[config.mk]
export PLATFORM = sky130hd
export DESIGN_NAME = disp_vramrd
export DESIGN_NICKNAME = d
export VERILOG_FILES = /design/src/rtl/disp_vramrd.sv
export SDC_FILE = /design/constraint.sdc
export NUM_CORES = 1
export LEC_CHECK = 0
export CAP_MARGIN = 40
export CELL_PAD_IN_SITES_DETAIL_PLACEMENT = 0
export CELL_PAD_IN_SITES_GLOBAL_PLACEMENT = 2
export CORE_AREA = 2 2 194 196
export DETAILED_ROUTE_END_ITERATION = 7
export DIE_AREA = 0 0 196 198
export GPL_ROUTABILITY_DRIVEN = 0
export PLACE_DENSITY = 0.83
export SYNTH_ARGS = -nofsm -noshare
export SYNTH_HDL_FRONTEND = slang
export SYNTH_SLANG_ARGS = --single-unit
[constraint.sdc]
create_clock -name ACLK -period 5.4 [get_ports ACLK]
set_input_delay 1.08 -clock ACLK [delete_from_list [all_inputs] [get_ports ACLK]]
set_output_delay 1.08 -clock ACLK [all_outputs]
set_load 0.005 [all_outputs]
[src/rtl/disp_vramrd.sv]
// VRAM burst-read engine: walks a rectangular frame (line length, count, stride)
// as fixed-length AXI read bursts with a bounded number of bursts in flight.
module disp_vramrd #(
    parameter int unsigned ADDR_W    = 32,
    parameter int unsigned DATA_W    = 64,
    parameter int unsigned BURST_LEN = 32,
    parameter int unsigned MAX_OUTST = 2,
    parameter int unsigned HB_W      = 12,
    parameter int unsigned VL_W      = 11
) (
    input  logic              ACLK,
    input  logic              ARST,
    input  logic              START,
    input  logic              DISPON,
    input  logic [ADDR_W-1:0] BASEADDR,
    input  logic [ADDR_W-1:0] STRIDE,
    input  logic [HB_W-1:0]   LINE_BEATS,
    input  logic [VL_W-1:0]   LINES,
    input  logic              BUF_WREADY,
    output logic [ADDR_W-1:0] ARADDR,
    output logic [7:0]        ARLEN,
    output logic              ARVALID,
    input  logic              ARREADY,
    input  logic              RVALID,
    input  logic              RLAST,
    input  logic [1:0]        RRESP,
    output logic              RREADY,
    output logic              BUSY,
    output logic              DONE,
    output logic              RERR,
    output logic              OVERRUN
);

    localparam int unsigned BL_LOG2 = $clog2(BURST_LEN);
    localparam int unsigned OC_W    = 4;
    localparam logic [ADDR_W-1:0] BB   = ADDR_W'(BURST_LEN * DATA_W / 8);
    localparam logic [OC_W:0]     MAXO = (OC_W + 1)'(MAX_OUTST);

    typedef enum logic [1:0] {S_IDLE, S_RUN, S_DRAIN} state_t;

    state_t              state, state_nxt;
    logic [ADDR_W-1:0]   stride_q, line_start, cur_addr;
    logic [HB_W-1:0]     bpl_q, bcnt;
    logic [VL_W-1:0]     lines_q, lcnt;
    logic [OC_W-1:0]     outst, outst_nxt;

    logic                start_acc, frame_empty, ar_hs, ar_pend, r_last, remain, room;
    logic                use_in, last_in_line, issue;
    logic                arvalid_nxt, done_nxt, busy_nxt, rerr_nxt, ovr_nxt;
    logic [HB_W-1:0]     bpl_in, src_bpl, src_bcnt;
    logic [VL_W-1:0]     src_lcnt;
    logic [ADDR_W-1:0]   src_addr, src_line, src_stride;

    assign ARLEN = 8'(BURST_LEN - 1);

    // In IDLE a frame-start issues its first burst straight from the register inputs
    assign bpl_in       = HB_W'(LINE_BEATS >> BL_LOG2);
    assign start_acc    = (state == S_IDLE) && START && DISPON;
    assign frame_empty  = (bpl_in == '0) || (LINES == '0);
    assign use_in       = (state == S_IDLE);
    assign src_addr     = use_in ? BASEADDR : cur_addr;
    assign src_line     = use_in ? BASEADDR : line_start;
    assign src_stride   = use_in ? STRIDE   : stride_q;
    assign src_bpl      = use_in ? bpl_in   : bpl_q;
    assign src_bcnt     = use_in ? '0       : bcnt;
    assign src_lcnt     = use_in ? '0       : lcnt;
    assign last_in_line = (src_bcnt == src_bpl - HB_W'(1));
    assign remain       = use_in ? (start_acc && !frame_empty) : (lcnt != lines_q);

    assign ar_hs   = ARVALID && ARREADY;
    assign ar_pend = ARVALID && !ARREADY;
    assign r_last  = RVALID && RREADY && RLAST && (outst != '0);
    // A burst on the AR bus already counts against the limit, accepted or not
    assign room    = (({1'b0, outst} + (OC_W + 1)'(ARVALID)) < MAXO);

    always_comb begin
        outst_nxt = outst;
        if (ar_hs && !r_last)
            outst_nxt = outst + OC_W'(1);
        else if (!ar_hs && r_last)
            outst_nxt = outst - OC_W'(1);
    end

    always_ff @(posedge ACLK) begin
        if (ARST) state <= S_IDLE;
        else      state <= state_nxt;
    end

    always_comb begin
        state_nxt = state;
        case (state)
            S_IDLE:  if (start_acc && !frame_empty) state_nxt = S_RUN;
            S_RUN:   if (!ar_pend && (!DISPON || !remain)) state_nxt = S_DRAIN;
            S_DRAIN: if (outst_nxt == '0) state_nxt = S_IDLE;
            default: state_nxt = S_IDLE;
        endcase
    end

    always_comb begin
        issue       = 1'b0;
        arvalid_nxt = ar_pend;
        done_nxt    = 1'b0;
        busy_nxt    = (state_nxt != S_IDLE);
        rerr_nxt    = start_acc ? 1'b0 : RERR;
        ovr_nxt     = start_acc ? 1'b0 : (OVERRUN || (START && BUSY));
        if ((state == S_RUN || start_acc) && DISPON && BUF_WREADY && room && remain && !ar_pend)
            issue = 1'b1;
        if (issue)
            arvalid_nxt = 1'b1;
        if ((state == S_DRAIN && outst_nxt == '0) || (start_acc && frame_empty))
            done_nxt = 1'b1;
        if (RVALID && RREADY && (RRESP != 2'b00))
            rerr_nxt = 1'b1;
    end

    always_ff @(posedge ACLK) begin
        if (ARST) begin
            ARVALID    <= 1'b0;
            ARADDR     <= '0;
            RREADY     <= 1'b0;
            BUSY       <= 1'b0;
            DONE       <= 1'b0;
            RERR       <= 1'b0;
            OVERRUN    <= 1'b0;
            outst      <= '0;
            bcnt       <= '0;
            lcnt       <= '0;
            stride_q   <= '0;
            bpl_q      <= '0;
            lines_q    <= '0;
            line_start <= '0;
            cur_addr   <= '0;
        end else begin
            ARVALID <= arvalid_nxt;
            RREADY  <= 1'b1;
            BUSY    <= busy_nxt;
            DONE    <= done_nxt;
            RERR    <= rerr_nxt;
            OVERRUN <= ovr_nxt;
            outst   <= outst_nxt;
            if (start_acc) begin
                stride_q   <= STRIDE;
                bpl_q      <= bpl_in;
                lines_q    <= LINES;
                line_start <= BASEADDR;
                cur_addr   <= BASEADDR;
                bcnt       <= '0;
                lcnt       <= '0;
            end
            // Advance the walk at issue time; cur_addr always holds the next burst
            if (issue) begin
                ARADDR <= src_addr;
                if (last_in_line) begin
                    bcnt       <= '0;
                    lcnt       <= src_lcnt + VL_W'(1);
                    line_start <= src_line + src_stride;
                    cur_addr   <= src_line + src_stride;
                end else begin
                    bcnt     <= src_bcnt + HB_W'(1);
                    cur_addr <= src_addr + BB;
                end
            end
        end
    end

endmodule

# Word level (Yosys, flattened, before mapping)

Cells that the tools add are included.

$add $sub $neg: 8
Magnitude comparators: 1
Equality and inequality tests: 4
Mux-type cells: 31
Reduce and logical (&&, ||, !) cells: 42

Operator list:

| operator              | count |
|---|---|
| $mux 32               | 9 |
| $mux 12               | 4 |
| $mux 11               | 4 |
| $add 32x32->32        | 1 |
| $add 32x9->32 const B | 1 |
| $logic_and 1x1->1     | 20 |
| $add 12x1->12 const B | 1 |
| $eq 12x12->1          | 1 |
| $logic_not 12->1      | 1 |
| $add 11x1->11 const B | 1 |
| $logic_not 11->1      | 1 |
| $ne 11x11->1          | 1 |
| $mux 4                | 2 |
| $reduce_bool 2->1     | 4 |
| $sub 7x1->8 const B   | 1 |
| $logic_not 1->1       | 7 |
| $mux 1                | 7 |
| $mux 7                | 1 |
| $mux 2                | 3 |
| $pmux 2 s3            | 1 |
| $add 4x1->5           | 1 |
| $logic_or 1x1->1      | 5 |
| $lt 5x2->1 const B    | 1 |
| $add 4x1->4 const B   | 1 |
| other kinds (7)       | 7 |

Flip-flop bits (word level): 181
Input port bits: 97
Output and inout port bits: 46
Logic and storage cells: 102

# Longest topological paths before layout

Depth in word-level cells: 11
Mapped depth: 21
Mapped depth without buffers: 14

# Worst setup path before layout

OpenSTA, ideal clock, no wires.

Kind: register -> register
Start point: register state[1]
End point: register line_start[30]
Setup time: 0.137 ns
Arrival time: 4.401 ns
Required time: 5.263 ns
Setup slack: 0.861 ns
Stages on the path, launching flop included: 22
Buffers on the path: 7
Period minus slack after synthesis: 4.539 ns
Cell sequence: dfxtp_1 > or2_1 > buf_6 > buf_6 > buf_2 > clkbuf_1 > buf_2 > clkbuf_1 > buf_1 > nand2_1 > nand2_1 > ha_1 > fa_1 > a211oi_1 > o21ai_1 > o31ai_2 > o21bai_1 > a2111oi_2 > o21ai_2 > a41oi_1 > xor2_1 > a211oi_1

Word-level cells in the longest chain between the ends: 11
Elaborated cells between the ends (all ways): 23
Classes of those cells: add/sub (2); eq/ne (2); mux (9); reduce/logical (10)

RTL lines:

| element                                                 | RTL line | text |
|---|---|---|
| start: declaration                                      | 41       | `state_t state, state_nxt;` |
| start signal: assignment                                | 86       | `else state <= state_nxt;` |
| branches (longest 10 deep; another with $add 32x32->32) | -        |  |
| $mux 32 *                                               | 151      | `if (issue) begin` |
| end signal: assignment                                  | 156      | `line_start <= src_line + src_stride;` |
| end: declaration                                        | 42       | `logic [ADDR_W-1:0] stride_q, line_start, cur_addr;` |

Mark *: on every way between the ends.
A chain may end at the register's enable or synchronous reset.

# Worst setup path in the final report

Ends and elaborated chain as after synthesis.

==> reports/summary.log <==
qor: setup_path.cp-end-kind register
qor: finish.area_growth 20.97%
qor: floorplanning.starting_density_of_the_core 31.29%
qor: floorplanning.die_ar 38810 sq um
qor: worst_hold_path.worstHoldPathCells 2
qor: detailed_routing.num_vias 11480
qor: finish.commonest_non_fill_non_tap_cells_in_the_layout sky130_fd_sc_hd__nand2_1 (391), sky130_fd_sc_hd__dfxtp_1 (181), sky130_fd_sc_hd__a21oi_1 (155)
qor: timing.finalWorstPathRequiredPeriod 4.530 ns
qor: setup_path.timing.critical_path.from_type register
qor: floorplanning.design.portCount 143
qor: detailed_routing.via_per_inst 5.352
qor: place.detailed_place_hpwl 27490 um
qor: clocking.htreeDepth 4
qor: detailed_routing.drt_first_iter_violations 813
qor: clocking.post-cts-setup-buffer-count 0
qor: timing.timing.clock.skew 0.01832 ns
qor: timing.max-slew-margin-rel 44.76%
qor: clocking.clock_latency 0.45 ns
qor: run_status.result_of_the_run finished, final reports clean
qor: synth.synthesis.area 11560 sq um
qor: setup_path.critical_path.max_fanout 45
qor: pwr.worst_ir_drop_vdd 0.0002460 V
qor: worst_hold_path.min_path_type reg -> reg
qor: pwr.comb_power_share 24.2%
qor: floorplanning.floorplan.die.width 196 um
qor: clocking.cts_tree done
qor: detailed_routing.drc 0
qor: timing.setup_viol 0
qor: global_route.largest_net_degree_at_the_start_of_global_routing 80
qor: detailed_routing.totalWireLength 38970 um
qor: synth.netlist_instances 1579
qor: clocking.clock-sinks 181
qor: clocking.clk_pin_slew_worst_paths 0.08 ns
qor: floorplanning.floorplan.die.height 198 um
qor: synth.portion_of_the_post_synthesis_area_used_by_sequential_elements 31.34%
qor: setup_path.regToRegSetupSlack 0.87 ns
qor: global_route.overflow 0
qor: setup_path.rr_worst_depth 15
qor: timing.rsz_0062_raised_after_global_routing false
qor: pwr.p_per_area 261.8 nW/um^2
qor: job.drv.max_cap_violation_count 0
qor: synth.synthesis.yosys.warnings 0
qor: global_route.grtUsageTotal 20.23%
qor: synth.yosys.area.top_type sky130_fd_sc_hd__dfxtp_1
qor: timing.final.setup.worst_slack 0.8697 ns
qor: pwr.switching_share 31.88%
qor: finish.fillerInstances 3913
qor: synth.number_of_flops_mapped_to_enable_cells_by_yosys 0
qor: clocking.cts_resized 0
qor: synth.synth.avg_cell_area 7.323 sq um
qor: detailed_routing.drt-wirelength-per-cell 18.18 um
qor: pwr.pwr-share-seq 39.0%
qor: floorplanning.coreArea 36960 sq um
qor: timing.hold_violations 0
qor: clocking.max_clock_buf_depth 2
qor: finish.final_nets 1792
qor: timing.fin_tns_setup 0 ns
qor: global_route.first_global_vias 10870
qor: timing.maxClockFrequency 220.7 MHz
qor: timing.fin_hold_ws 0.4523 ns
qor: synth.synth_largest_type_area_fraction 31.34%
qor: pwr.intPower 2.495 mW
qor: detailed_routing.antenna_violating_nets_post_route 0
qor: synth.most_area_consuming_cells_after_synthesis sky130_fd_sc_hd__dfxtp_1 (31%), sky130_fd_sc_hd__nand2_1 (13%), sky130_fd_sc_hd__a21oi_1 (6.7%)
qor: finish.drive_gt1_share 5.872%
qor: synth.async_reset_ff_share 0%
qor: timing.worst_pin_slew 0.8277 ns
qor: clocking.cts_root_buf sky130_fd_sc_hd__clkbuf_16
qor: pwr.total_leakage_power 5.409 nW
qor: floorplanning.fp-row-count 71
qor: global_route.global_route_wire_length_before_repair 61780 um
qor: timing.final_max_slew_viol_count 0
qor: setup_path.worst_ep_required_time 5.77 ns
qor: clocking.cts_buffers 17
qor: synth.synth.distinct_cells 81
qor: place.numPortBuffers 129
qor: finish.layout_commonest_cell sky130_fd_sc_hd__nand2_1
qor: setup_path.cp_data_arrival_time 4.90 ns
qor: pwr.netSwitchingPower 1.168 mW
qor: setup_path.crit_type reg -> reg
qor: clocking.postCtsHoldBufs 0
qor: timing.final_min_period_over_clock_period 83.89%
qor: pwr.clock_power_share 36.9%
qor: synth.synthFlopType sky130_fd_sc_hd__dfxtp_1
qor: pwr.report.power.total 3.662 mW
qor: global_route.number_of_antenna_violations_at_the_first_check_in_global_routing 1
qor: detailed_routing.drt_first_pass_iters 5
qor: place.pre_cts_slack 0.4878 ns
qor: synth.ffs_latches_synth 181
[cells by family after synthesis]
kind of cell    after synthesis  synth area share (%)
other cells                   2               0.06495
mux                          22                 1.905
fa+ha+maj                    39                 4.285
flops                       181                 31.34
simple gates                720                 28.35
xor+xnor                     75                 5.681
buf+inv                     121                 4.556
compound gates              419                 23.82
[state kept, by name (all words and copies together), names as in the netlist]
signal and cells:
stride_q 32, DONE 1, RERR 1, cur_addr 32
lcnt 11, OVERRUN 1, RREADY 1, ARVALID 1
outst 4, bpl_q 7, state 2, BUSY 1
bcnt 12, line_start 32, lines_q 11, ARADDR 32
[per-stage QoR]
step | cells | util (%) | cell area, sq um
final | 2144 | 37.85 | 13990
after global routing | 2144 | 37.85 | 13990
after CTS | 2143 | 37.84 | 13980
after detailed placement | 2111 | 36.18 | 13370
after global placement | 2107 | 35.91 | 13270
after floorplan | 1585 | - | 11580
[final timing paths]
check,from,endpoint
worst max-delay path,state[1],line_start[30]
worst min-delay path,RERR,RERR
worst max register to register,state[1],line_start[30]
worst min register to register,RERR,RERR
[critical path: stages, from the launching register on]
cell and delay [ns]:
sky130_fd_sc_hd__dfxtp_1 0.32, sky130_fd_sc_hd__buf_4 0.18, sky130_fd_sc_hd__or2_4 0.47, sky130_fd_sc_hd__nand2_1 0.15
sky130_fd_sc_hd__nand2_1 0.11, sky130_fd_sc_hd__ha_1 0.23, sky130_fd_sc_hd__fa_1 0.43, sky130_fd_sc_hd__a211oi_1 0.26
sky130_fd_sc_hd__o21ai_1 0.17, sky130_fd_sc_hd__o31ai_2 0.29, sky130_fd_sc_hd__o21bai_1 0.20, sky130_fd_sc_hd__a2111oi_2 0.62
sky130_fd_sc_hd__o21ai_2 0.22, sky130_fd_sc_hd__a41oi_1 0.38, sky130_fd_sc_hd__xor2_1 0.13, sky130_fd_sc_hd__a211oi_1 0.23
[layer usage]
metal	share of wire, %	global-route usage (%)	wire (um)	vias up
li1	-	-	-	5768
met1	49	28.28	19020	5406
met2	46	32.75	17760	274
met3	4.1	2.691	1611	27
met4	1.5	5.359	580	0
met5	0	0	0	-
[cells in the mapped netlist, types with 12 or more instances]
cell type                    n
sky130_fd_sc_hd__xor2_1     48
sky130_fd_sc_hd__nor3_1     36
sky130_fd_sc_hd__nand2b_1   15
sky130_fd_sc_hd__clkbuf_1   66
sky130_fd_sc_hd__a21o_1     14
sky130_fd_sc_hd__o21a_1     12
sky130_fd_sc_hd__xnor2_1    27
sky130_fd_sc_hd__nand2_1   392
sky130_fd_sc_hd__nand3_1    41
sky130_fd_sc_hd__a211oi_1   72
sky130_fd_sc_hd__buf_2      19
sky130_fd_sc_hd__nor2_1    104
sky130_fd_sc_hd__a311oi_1   24
sky130_fd_sc_hd__buf_1      16
sky130_fd_sc_hd__o211ai_1   17
sky130_fd_sc_hd__dfxtp_1   181
sky130_fd_sc_hd__nor4_1     12
sky130_fd_sc_hd__mux2i_1    22
sky130_fd_sc_hd__a21oi_1   155
sky130_fd_sc_hd__o21ai_0    55
sky130_fd_sc_hd__ha_1       38
sky130_fd_sc_hd__and3_1     38
[layout make-up]
class | count | area (sq um) | area share, %
repair buffers | 164 | 1662 | 11.88
diodes | 1 | 2.502 | 0.01789
clock inverters | 13 | 170.2 | 1.217
multi-input cells | 1283 | 7460 | 53.33
flip-flops and latches | 181 | 3623 | 25.91
well taps | 474 | 593.1 | 4.240
clock buffers | 19 | 442.9 | 3.167
inverters | 9 | 33.78 | 0.2415
[power groups by stage]
stage	logic, mW	registers (mW)	clock network (mW)
after floorplan	0.584	1.45	0
after global placement	0.864	1.46	0
after detailed placement	0.879	1.46	0
after CTS	0.884	1.43	1.38
after global routing	0.979	1.43	1.43
final	0.884	1.43	1.35
Note: power is estimated with default switching activity, not from simulation.
